**src/rtl/addsub_pkg.sv**
```systemverilog
// ============================================================================
// Module      : addsub_pkg
// Description : Shared definitions for the add/sub accumulator sequencer.
//               Holds the command opcode encoding, the sequencer FSM state
//               encoding, the default datapath width and the saturation
//               constants.
//               Optional feature macro: ADDSUB_ACC_SAT_EN (used by the
//               sequencer; the saturation constants are always defined).
// Revision    : 1.0 - initial release
// ============================================================================
`default_nettype none

package addsub_pkg;

   // Default datapath width; the external CLA adder is 8 bits wide.
   localparam int WIDTH_DEF = 8;

   // Command opcodes as presented on cmd_op.
   typedef enum logic [1:0] {
      OP_LOAD = 2'd0,
      OP_ADD  = 2'd1,
      OP_SUB  = 2'd2,
      OP_CLR  = 2'd3
   } cmd_op_e;

   // Sequencer states.
   typedef enum logic [1:0] {
      ST_IDLE = 2'd0,
      ST_EXEC = 2'd1,
      ST_OUT  = 2'd2
   } state_e;

   // Signed saturation limits for an 8-bit two's-complement result.
   localparam logic [7:0] SAT_POS = 8'h7F;
   localparam logic [7:0] SAT_NEG = 8'h80;

endpackage : addsub_pkg

`default_nettype wire

```
**src/rtl/addsub_acc_sequencer.sv**
```systemverilog
// ============================================================================
// Module      : addsub_acc_sequencer
// Description : Sequential front end for the external 8-bit CLA
//               adder/subtractor. Accepts LOAD/ADD/SUB/CLR commands over a
//               valid/ready handshake, holds the accumulator and operand,
//               drives the adder for one EXEC cycle, captures its sum and
//               overflow, and returns the new accumulator over a second
//               valid/ready handshake. Keeps a sticky overflow flag.
//               Optional feature macro: ADDSUB_ACC_SAT_EN - when defined,
//               overflowing ADD/SUB results saturate to 8'h7F / 8'h80.
// Ports       : clk, rst_n                    - clock, sync active-low reset
//               cmd_valid/cmd_ready/cmd_op/cmd_data - command channel
//               add_a/add_b/add_op            - to adder
//               add_sum/add_ovf               - from adder
//               res_valid/res_ready/res_data/res_ovf - result channel
//               ovf_sticky, clr_sticky        - sticky overflow and clear
// Revision    : 1.0 - initial release
// ============================================================================
`default_nettype none

module addsub_acc_sequencer
   import addsub_pkg::*;
#(
   parameter int               WIDTH    = WIDTH_DEF,
   parameter logic [WIDTH-1:0] ACC_INIT = '0
) (
   input  logic             clk,
   input  logic             rst_n,
   input  logic             cmd_valid,
   output logic             cmd_ready,
   input  logic [1:0]       cmd_op,
   input  logic [WIDTH-1:0] cmd_data,
   output logic [WIDTH-1:0] add_a,
   output logic [WIDTH-1:0] add_b,
   output logic             add_op,
   input  logic [WIDTH-1:0] add_sum,
   input  logic             add_ovf,
   output logic             res_valid,
   input  logic             res_ready,
   output logic [WIDTH-1:0] res_data,
   output logic             res_ovf,
   output logic             ovf_sticky,
   input  logic             clr_sticky
);

   state_e           state_q,    state_d;
   cmd_op_e          op_q,       op_d;
   logic [WIDTH-1:0] acc_q,      acc_d;
   logic [WIDTH-1:0] opnd_q,     opnd_d;
   logic [WIDTH-1:0] res_data_q, res_data_d;
   logic             res_ovf_q,  res_ovf_d;
   logic             sticky_q,   sticky_d;

   logic             w_sticky_set;
   logic [WIDTH-1:0] w_arith;

   // Adder interface follows the registers directly, so it is stable for
   // the whole EXEC cycle.
   assign add_a      = acc_q;
   assign add_b      = opnd_q;
   assign add_op     = (op_q == OP_SUB);

   assign cmd_ready  = (state_q == ST_IDLE);
   assign res_valid  = (state_q == ST_OUT);
   assign res_data   = res_data_q;
   assign res_ovf    = res_ovf_q;
   assign ovf_sticky = sticky_q;

   // Arithmetic result; overflow always comes from the adder.
   always_comb begin
      w_arith = add_sum;
`ifdef ADDSUB_ACC_SAT_EN
      if (add_ovf) begin
         // Overflow direction follows the accumulator sign.
         w_arith = acc_q[WIDTH-1] ? SAT_NEG : SAT_POS;
      end
`endif
   end

   always_comb begin
      state_d      = state_q;
      op_d         = op_q;
      acc_d        = acc_q;
      opnd_d       = opnd_q;
      res_data_d   = res_data_q;
      res_ovf_d    = res_ovf_q;
      w_sticky_set = 1'b0;

      case (state_q)
         ST_IDLE: begin
            if (cmd_valid) begin
               op_d    = cmd_op_e'(cmd_op);
               opnd_d  = cmd_data;
               state_d = ST_EXEC;
            end
         end
         ST_EXEC: begin
            state_d = ST_OUT;
            case (op_q)
               OP_ADD, OP_SUB: begin
                  acc_d        = w_arith;
                  res_data_d   = w_arith;
                  res_ovf_d    = add_ovf;
                  w_sticky_set = add_ovf;
               end
               OP_LOAD: begin
                  acc_d      = opnd_q;
                  res_data_d = opnd_q;
                  res_ovf_d  = 1'b0;
               end
               default: begin
                  acc_d      = '0;
                  res_data_d = '0;
                  res_ovf_d  = 1'b0;
               end
            endcase
         end
         ST_OUT: begin
            if (res_ready) begin
               state_d = ST_IDLE;
            end
         end
         default: begin
            state_d = ST_IDLE;
         end
      endcase

      // A new overflow outranks a same-cycle clear request.
      sticky_d = w_sticky_set | (sticky_q & ~clr_sticky);
   end

   always_ff @(posedge clk) begin
      if (!rst_n) begin
         state_q    <= ST_IDLE;
         op_q       <= OP_LOAD;
         acc_q      <= ACC_INIT;
         opnd_q     <= '0;
         res_data_q <= '0;
         res_ovf_q  <= 1'b0;
         sticky_q   <= 1'b0;
      end else begin
         state_q    <= state_d;
         op_q       <= op_d;
         acc_q      <= acc_d;
         opnd_q     <= opnd_d;
         res_data_q <= res_data_d;
         res_ovf_q  <= res_ovf_d;
         sticky_q   <= sticky_d;
      end
   end

endmodule : addsub_acc_sequencer

`default_nettype wire

```
**config.mk**
```make
export PLATFORM = sky130hd
export DESIGN_NAME = addsub_acc_sequencer
export DESIGN_NICKNAME = d
export VERILOG_FILES = /design/src/rtl/addsub_pkg.sv /design/src/rtl/addsub_acc_sequencer.sv
export SDC_FILE = /design/constraint.sdc
export NUM_CORES = 1
export LEC_CHECK = 0
export CORE_ASPECT_RATIO = 0.8
export CORE_MARGIN = 2
export CORE_UTILIZATION = 35
export CTS_CLUSTER_DIAMETER = 150
export DETAILED_ROUTE_END_ITERATION = 12
export PLACE_DENSITY = 0.71
export SYNTH_ARGS = -nofsm -noshare
export SYNTH_HDL_FRONTEND = slang
export SYNTH_SLANG_ARGS = --single-unit
```
**constraint.sdc**
```tcl
create_clock -name clk -period 2.77 [get_ports clk]
set_input_delay 0.277 -clock clk [delete_from_list [all_inputs] [get_ports clk]]
set_output_delay 0.277 -clock clk [all_outputs]
set_load 0.01 [all_outputs]
```
==> results of run 1 <==
## power breakdown
part / internal, mW / switching [mW]
clock: 0.0970 / 0.0960
sequential: 0.333 / 0.0134
combinational: 0.0907 / 0.0712
total: 0.521 / 0.181
## cells in the mapped netlist
library cell	count
o21a_1	1
inv_1	2
dfxtp_1	22
and2b_4	1
nand2b_1	2
a22oi_1	8
nor2_1	1
o22ai_2	7
buf_12	1
ha_1	3
a21boi_2	2
nand3_1	10
buf_4	9
nand3b_4	1
and2_1	1
o21ai_1	10
buf_1	1
nor2b_1	2
clkbuf_1	1
o22ai_1	1
nand3_4	1
nand2_1	18
buf_2	5
nor3b_2	1
## kinds of logic after synthesis
family                   after synthesis
AND/OR/NAND/NOR                       38
AO/OA/AOI/OAI                         29
adder cells (fa/ha/maj)                3
flip-flops                            22
buffers and inverters                 19
## layout make-up
class,instances,area [µm²]
flip-flops and latches,22,440
repair buffers,54,536
inverters,2,7.51
multi-input cells,70,484
clock buffers,3,41.3
fillers,276,1250
well taps,38,47.5
## worst max-delay path by stage
stage                                  from                        to  slack, ns  cells past startpoint
finish                 op_q[0]$_SDFFE_PN0P_                    add_op       1.15                      3
global route        state_q[1]$_SDFFE_PN0P_                 res_valid       1.05                      2
CTS                    op_q[0]$_SDFFE_PN0P_                    add_op       1.13                      3
detailed placement                    rst_n  res_data[7]$_SDFFE_PN0N_       1.01                      4
global placement                      rst_n  res_data[7]$_SDFFE_PN0N_       1.10                      4
floorplan              op_q[0]$_SDFFE_PN0P_  res_data[0]$_SDFFE_PN0N_       1.56                      5
## registers in the layout, indices dropped and copies added, names as in the netlist
register / cells
res_ovf: 1
op_q: 2
state_q: 2
add_b: 8
ovf_sticky: 1
res_data: 8
## worst max-delay path, delay by kind of cell, from the launching register on
| kind | cells | cell delay [ns] |
|---|---|---|
| buf+inv | 2 | 0.54 |
| fa+ha+maj | 1 | 0.19 |
| flops | 1 | 0.36 |
## per-stage QoR
stage,power (mW),hold slack [ns],utilization [%],cells
4_1_cts,0.707,0.473,55.4,189
3_5_place_dp,0.516,0.460,54.0,186
3_3_place_gp,0.512,0.455,54.0,186
6_report,0.701,0.468,55.4,189
5_1_grt,0.735,0.500,55.4,189
2_1_floorplan,0.440,0.414,-,111
## routing by layer
| layer | vias to the layer above | track usage, % | share of wire (%) |
|---|---|---|---|
| met3 | 2 | 5.53 | 9.4 |
| met2 | 50 | 27.6 | 49 |
| li1 | 457 | - | - |
| met1 | 424 | 17.3 | 41 |
| met4 | 0 | 4.86 | 0.98 |
| met5 | - | 0 | 0 |
==> metrics.md, run 1 <==
| Metric | Value |
|---|---|
| Outcome | `finished clean` |
| Crit path DAT | `1.35 ns` |
| Initial core utilization | `37.5%` |
| Worst-path fanout max | `3` |
| Synth Area in XOR/XNOR | `0%` |
| Setup bufs post-CTS | `0` |
| Post-CTS Hold Buffers | `0` |
| Clock Skews | `0.00190 ns` |
| Reg2Reg Setup Slack | `1.38 ns` |
| Setup violators final | `0` |
| Synth area leaders | `dfxtp_1 (42%), o22ai_2 (8.3%), buf_4 (6.4%)` |
| Crit start category | `flip-flop` |
| RSZ-0062 raised after global routing | `no` |
| R2R cell count | `4` |
| Synth Warn # | `0` |
| Die area | `3460 µm²` |
| Post-DR wirelength/cell | `13.4 µm` |
| Most common cell after layout, fill and taps aside | `clkdlybuf4s50_1` |
| GRT Total Usage | `15.4%` |
| Leakage Power | `0.545 nW` |
| Setup ws final | `1.15 ns` |
| CTS sink cnt | `22` |
| Critical path class | `reg -> out` |
| Number of synthesized register bits | `22` |
| Worst-Margin Slew | `0.552 ns` |
| TritonCTS buffer count | `3` |
| Chip Width | `65.3 µm` |
| Largest family of logic cells by synthesized area | `compound AO/OA/AOI/OAI gates` |
| Most frequent cells in the layout | `clkdlybuf4s50_1 (52), dfxtp_1 (22), nand2_1 (18), nand3_1 (10), o21ai_1 (10)` |
| Final instance area | `1560 µm²` |
| Layout cells sized above 1 | `11.9%` |
| Netlist cell types | `24` |
| Worst rel slew slack | `63.1%` |
| Antenna Nets Post-Route | `0` |
| Post-route setup TNS | `0 ns` |
| Mapped Area | `1050 µm²` |
| Synth top area share | `41.9%` |
| CP max-delay cell | `clkdlybuf4s50_1` |
| GRT Residual Overflow | `0` |
| Synth Area in Adders | `3.57%` |
| Max_cap viols | `0` |
| Max-slew violations | `0` |
| CP endpoint kind | `primary output` |
| Max clock buf depth | `2` |
| FMAX | `616 MHz` |
| Cell Area, Placed | `1520 µm²` |
| Hold Startpoint | `add_b[7]$_SDFFE_PN0P_` |
| Post-Synth Simple-Gate Area | `20.2%` |
| Origin of the critical flop-to-flop path | `op_q[0]$_SDFFE_PN0P_` |
| H-tree levels | `1` |
| Inserted Diodes | `0` |
| NumNets Final | `180` |
| Root Buffer | `clkbuf_8` |
| Dpl ws | `1.01 ns` |
| WHS Endpoint | `add_b[7]$_SDFFE_PN0P_` |
| Mean Syn Cell Area | `9.48 µm²` |
| Drt drc | `0` |
| Initial antenna violation count | `0` |
| Post-Route WL | `2.54 mm` |
| VDD IR max | `0.271 mV` |
| Port Buffers | `52` |
| Fin. Hold Viols | `0` |
| Post-synthesis sequential area ratio | `41.9%` |
| Pwr dens | `450 nW/µm²` |
| Synth area leader | `dfxtp_1` |
| Tcrit/Tclk final | `58.6%` |
| Vias per cell | `4.94` |
| CTS tree | `built` |
| Synth Area in Compound Gates | `22.2%` |
| Reg-to-reg critical path endpoint | `res_data[7]$_SDFFE_PN0N_` |
| Clock Latency Late Sink | `0.26 ns` |
| Clock slew seen by the registers of the worst setup and hold paths | `0.07 ns` |
| Syn_nets | `138` |
| Global-route wire length before repair | `4.00 mm` |
| WHS Path Cells | `2` |
| Crit path cell chain | `inv_1 -> ha_1 -> clkdlybuf4s50_1` |
| Synth-to-layout area growth | `47.9%` |
| # rows | `17` |
| Via Count | `933` |
| Detailed Routing Iterations Pass 1 | `4` |
| HPWL Detailed | `1.93 mm` |
| Max incr delay on CP | `0.47 ns` |
| Gpl congestion | `0.726` |
| Core area | `2810 µm²` |
| Mux share of post-synthesis cell area | `0%` |
| DRT iter0 DRCs | `68` |
| WP data required | `2.49 ns` |
| Hold crit path type | `reg -> reg` |
| Tmin final | `1.62 ns` |
| Die Height | `53.0 µm` |
| Cell count after synthesis | `111` |
| IO Count | `53` |
| Vias in the first global route | `883` |
| CTS resizes | `0` |
| Largest net degree at the start of global routing | `22` |
No activity file was read; power rests on OpenSTA's default activity.
==> run 2, diff against run 1 <==
clock period = 1.6 ns   (was 2.77 ns; I/O delays follow)
==> run 2 against run 1 <==
Against the previous run:
- routed wire length fell by 2.0%
- clock power rose by 110%
- final cell count rose by 1.1%
- setup slack got worse by 1.1 ns
- sequential cell count did not move
- register-to-register slack got worse by 1.1 ns
- highest routed layer unchanged
==> metrics.md, run 2 (synthesis results as in run 1) <==
| Metric | Value |
|---|---|
| RSZ-0062 raised after global routing | `no` |
| Inserted Diodes | `0` |
| VDD IR max | `0.591 mV` |
| # rows | `17` |
| GRT Residual Overflow | `0` |
| Most common cell after layout, fill and taps aside | `clkdlybuf4s50_1` |
| Initial core utilization | `37.5%` |
| Port Buffers | `52` |
| TritonCTS buffer count | `3` |
| Worst rel slew slack | `76.7%` |
| Critical path class | `reg -> out` |
| Post-route setup TNS | `0 ns` |
| Antenna Nets Post-Route | `0` |
| CTS tree | `built` |
| Worst-path fanout max | `3` |
| H-tree levels | `1` |
| Post-DR wirelength/cell | `13.0 µm` |
| Worst-Margin Slew | `0.350 ns` |
| Gpl congestion | `0.775` |
| Most frequent cells in the layout | `clkdlybuf4s50_1 (52), dfxtp_1 (21), nand2_1 (18), nand3_1 (10), o21ai_1 (10)` |
| WP data required | `1.44 ns` |
| Drt drc | `0` |
| Die Height | `53.0 µm` |
| Switch Pwr | `324 µW` |
| CTS sink cnt | `22` |
| Pwr dens | `810 nW/µm²` |
| Post-Route WL | `2.49 mm` |
| Largest net degree at the start of global routing | `22` |
| Max-slew violations | `0` |
| Clock Latency Late Sink | `0.26 ns` |
| Core area | `2810 µm²` |
| Sw Share | `25.3%` |
| Clock slew seen by the registers of the worst setup and hold paths | `0.08 ns` |
| Outcome | `finished clean` |
| Crit start category | `flip-flop` |
| Fin. Hold Viols | `0` |
| Fill cells | `266` |
| Layout cells sized above 1 | `13.7%` |
| Setup violators final | `0` |
| Global-route wire length before repair | `3.95 mm` |
| Clock Skews | `0.00416 ns` |
| Crit path DAT | `1.36 ns` |
| CP endpoint kind | `primary output` |
| FMAX | `659 MHz` |
| Vias per cell | `4.86` |
| NumNets Final | `181` |
| Clock Power Share | `31.2%` |
| HPWL Detailed | `1.92 mm` |
| Vias in the first global route | `864` |
| Root Buffer | `clkbuf_8` |
| Tcrit/Tclk final | `94.9%` |
| Via Count | `929` |
| Initial antenna violation count | `0` |
| GRT Total Usage | `14.9%` |
| Detailed Routing Iterations Pass 1 | `4` |
| Internal Pwr Total | `954 µW` |
| Max_cap viols | `0` |
| Leakage Power | `0.557 nW` |
| Synth-to-layout area growth | `50.1%` |
| Power, Total | `1.28 mW` |
| Logic pwr share | `21.9%` |
| Hold crit path type | `in -> reg` |
| Reg2Reg Setup Slack | `0.24 ns` |
| Max clock buf depth | `2` |
| Tmin final | `1.52 ns` |
| IO Count | `53` |
| Reg power frac | `47.0%` |
| Chip Width | `65.3 µm` |
| Die area | `3460 µm²` |
| DRT iter0 DRCs | `46` |
[run 2: routing by layer]
| metal | routed length, µm | global-route usage (%) | part of all wire [%] | vias to the layer above |
|---|---|---|---|---|
| met1 | 1060 | 16.8 | 42 | 430 |
| met5 | 0 | 0 | 0 | - |
| met4 | 24 | 4.17 | 0.96 | 0 |
| met2 | 1200 | 26.7 | 48 | 37 |
| met3 | 207 | 5.53 | 8.3 | 2 |
| li1 | - | - | - | 460 |
[run 2: final cells by class]
cell class / instances / area (µm²) / share of cell area, %
Timing Repair Buffer: 55 / 543 / 34.4
Multi-Input combinational cell: 70 / 484 / 30.7
Sequential cell: 22 / 442 / 28.0
Clock buffer: 4 / 55.1 / 3.49
Tap cell: 38 / 47.5 / 3.01
Inverter: 2 / 7.51 / 0.475
[run 2: through the flow]
step | instances | utilization, % | setup slack (ns) | hold WS (ns) | instance area, µm²
3_5_place_dp | 187 | 54.2 | 0.230 | 0.463 | 1520
3_3_place_gp | 187 | 54.2 | 0.323 | 0.456 | 1520
2_1_floorplan | 111 | - | 0.387 | 0.297 | 1050
6_report | 191 | 56.2 | 0.0821 | 0.445 | 1580
4_1_cts | 191 | 56.2 | 0.0487 | 0.443 | 1580
5_1_grt | 191 | 56.2 | 0.0187 | 0.440 | 1580
[run 2: worst paths after layout]
check                             start                        to  depth (start not counted)
hold reg to reg   add_b[7]$_SDFFE_PN0P_     add_b[7]$_SDFFE_PN0P_                          2
hold / removal              cmd_data[7]     add_b[7]$_SDFFE_PN0P_                          3
setup reg to reg   op_q[0]$_SDFFE_PN0P_  res_data[1]$_SDFFE_PN0N_                          4
setup / recovery   op_q[0]$_SDFFE_PN0P_                    add_op                          3
[run 2: power by group through the flow]
| stage | clock, mW | sequential, mW | combinational (mW) |
|---|---|---|---|
| final | 0.398 | 0.600 | 0.280 |
| after global routing | 0.430 | 0.605 | 0.302 |
| after CTS | 0.407 | 0.600 | 0.283 |
| after global placement | 0 | 0.612 | 0.274 |
| after detailed placement | 0 | 0.613 | 0.281 |
| after floorplan | 0 | 0.619 | 0.143 |
[run 2: worst max-delay path, cell delays in order (launching register included)]
cell and delay, ns:
dfxtp_1 0.36, inv_1 0.07, ha_1 0.19, clkdlybuf4s50_1 0.47
[run 2: what timing repair did]
item / CTS / global route
resized for setup: 0 / 1
endpoints found under the setup margin: 0 / 1
buffers inserted: 0 / 0
hold buffers: 0 / 0
endpoints found under the hold margin: 0 / 0
==> run 3, diff against run 2 <==
TNS_END_PERCENT = 100   (was not set)
clock period = 1.67 ns   (was 1.6 ns; I/O delays follow)
==> run 3 against run 2 <==
Against the previous run:
- total power is 4.2% lower
- combinational power down 4%
- hold slack better by 0.0070 ns
- sequential share of layout area decreased by 0.057 points
- critical path depth decreased by 1
- die area is the same
- routed wire length is 0.36% lower
- global-route usage unchanged
- non-clock buffer count unchanged
- clock skew hardly changed
- register-to-register slack improved by 0.07 ns
- critical endpoint is now res_valid
- largest cell class unchanged
==> metrics.md, run 3 (synthesis results as in run 1) <==
| Metric | Value |
|---|---|
| Worst-Margin Slew | `0.350 ns` |
| Gpl congestion | `0.775` |
| Logic pwr share | `21.9%` |
| Detailed Routing Iterations Pass 1 | `4` |
| Origin of the critical flop-to-flop path | `op_q[0]$_SDFFE_PN0P_` |
| # rows | `17` |
| Inserted Diodes | `0` |
| Clock Skews | `0.00418 ns` |
| CTS resizes | `0` |
| Reg2Reg Setup Slack | `0.31 ns` |
| Pwr dens | `776 nW/µm²` |
| CP max-delay cell | `clkdlybuf4s50_1` |
| Max-slew violations | `0` |
| HPWL Detailed | `1.92 mm` |
| Max_cap viols | `0` |
| Worst-path fanout max | `4` |
| Hold crit path type | `in -> reg` |
| Layout cells sized above 1 | `13.1%` |
| Critical path class | `reg -> out` |
| Initial core utilization | `37.5%` |
| Fill cells | `267` |
| Largest net degree at the start of global routing | `22` |
| Drt drc | `0` |
| CTS sink cnt | `22` |
| Power, Total | `1.22 mW` |
| IO Count | `53` |
| Most frequent cells in the layout | `clkdlybuf4s50_1 (52), dfxtp_1 (22), nand2_1 (18), nand3_1 (10), o21ai_1 (10)` |
| NumNets Final | `181` |
| H-tree levels | `1` |
| Setup ws final | `0.125 ns` |
| Outcome | `finished clean` |
| Chip Width | `65.3 µm` |
| Setup violators final | `0` |
| Core area | `2810 µm²` |
| RSZ-0062 raised after global routing | `no` |
| Antenna Nets Post-Route | `0` |
| WHS Path Cells | `3` |
| Vias per cell | `4.84` |
| WP data required | `1.50 ns` |
| Post-route setup TNS | `0 ns` |
| Clock Latency Late Sink | `0.26 ns` |
| Initial antenna violation count | `0` |
| CTS tree | `built` |
| Setup bufs post-CTS | `0` |
| Reg-to-reg critical path endpoint | `res_data[1]$_SDFFE_PN0N_` |
| Die Height | `53.0 µm` |
| Multi-input logic area | `484 µm²` |
| Post-CTS Hold Buffers | `0` |
| Vias in the first global route | `864` |
| Register area | `440 µm²` |
| Reg power frac | `46.9%` |
| GRT Total Usage | `14.9%` |
| VDD IR max | `0.566 mV` |
| FMAX | `647 MHz` |
| Tmin final | `1.55 ns` |
| Max clock buf depth | `2` |
| GRT Residual Overflow | `0` |
| Global-route wire length before repair | `3.95 mm` |
| Placed cell count | `187` |
| Post-Route WL | `2.48 mm` |
| Dpl ws | `0.300 ns` |
| Clock Power Share | `31.2%` |
| Synth-to-layout area growth | `49.9%` |
| Leakage Power | `0.557 nW` |
| Hold Startpoint | `cmd_data[7]` |
| WHS Endpoint | `add_b[7]$_SDFFE_PN0P_` |
| Die area | `3460 µm²` |
| Crit path cell chain | `nor2b_1 -> clkdlybuf4s50_1` |
| Worst rel slew slack | `76.7%` |
| Max incr delay on CP | `0.55 ns` |
| Via Count | `924` |
| Crit path DAT | `1.38 ns` |
| Clock slew seen by the registers of the worst setup and hold paths | `0.08 ns` |
| DRT iter0 DRCs | `47` |
| CP endpoint kind | `primary output` |
| Most common cell after layout, fill and taps aside | `clkdlybuf4s50_1` |
| Root Buffer | `clkbuf_8` |
| Post-DR wirelength/cell | `13.0 µm` |
| Fin. Hold Viols | `0` |
| Switch Pwr | `310 µW` |
| Finished Layout Cells | `191` |
| R2R cell count | `4` |
| Tcrit/Tclk final | `92.5%` |
| TritonCTS buffer count | `3` |
| Sw Share | `25.4%` |
| Port Buffers | `52` |
| Crit start category | `flip-flop` |
| Internal Pwr Total | `914 µW` |
[run 3: how the worst max path moves through the flow]
| stage | from | end | slack [ns] | cells past startpoint |
|---|---|---|---|---|
| finish | state_q[1]$_SDFFE_PN0P_ | res_valid | 0.12 | 2 |
| global route | state_q[1]$_SDFFE_PN0P_ | res_valid | 0.05 | 2 |
| CTS | state_q[1]$_SDFFE_PN0P_ | res_valid | 0.11 | 2 |
| detailed placement | op_q[0]$_SDFFE_PN0P_ | res_data[1]$_SDFFE_PN0N_ | 0.30 | 4 |
| global placement | op_q[0]$_SDFFE_PN0P_ | res_data[0]$_SDFFE_PN0N_ | 0.39 | 4 |
| floorplan | op_q[0]$_SDFFE_PN0P_ | res_data[0]$_SDFFE_PN0N_ | 0.46 | 5 |
[run 3: cell type report]
class | instances | area share [%]
multi-input combinational | 70 | 30.7
inverter | 2 | 0.476
clock buffer | 4 | 3.49
tap | 38 | 3.01
sequential | 22 | 27.9
timing repair buffer | 55 | 34.4
[run 3: layer usage]
layer	track usage (%)	vias up	share of wire [%]
li1	-	460	-
met1	16.8	425	43
met2	26.7	37	48
met3	5.53	2	7.7
met4	4.17	0	0.97
met5	0	-	0
[run 3: power by group through the flow]
stage	clock (mW)	combinational (mW)	sequential, mW
2_1_floorplan	0	0.137	0.593
3_3_place_gp	0	0.263	0.586
6_report	0.382	0.268	0.575
5_1_grt	0.412	0.289	0.579
4_1_cts	0.390	0.271	0.575
3_5_place_dp	0	0.270	0.587
[run 3: per-stage QoR]
stage | hold WS (ns) | utilization, % | cell area, µm²
after floorplan | 0.304 | - | 1050
after global placement | 0.456 | 54.2 | 1520
final | 0.452 | 56.2 | 1580
after CTS | 0.450 | 56.2 | 1580
after global routing | 0.447 | 56.2 | 1580
after detailed placement | 0.463 | 54.2 | 1520
[run 3: critical path: cells and delay by family, from the launching register on]
family | cells | cell delay (ns)
DFF | 1 | 0.39
and+or+nand+nor | 1 | 0.18
buffers and inverters | 1 | 0.55
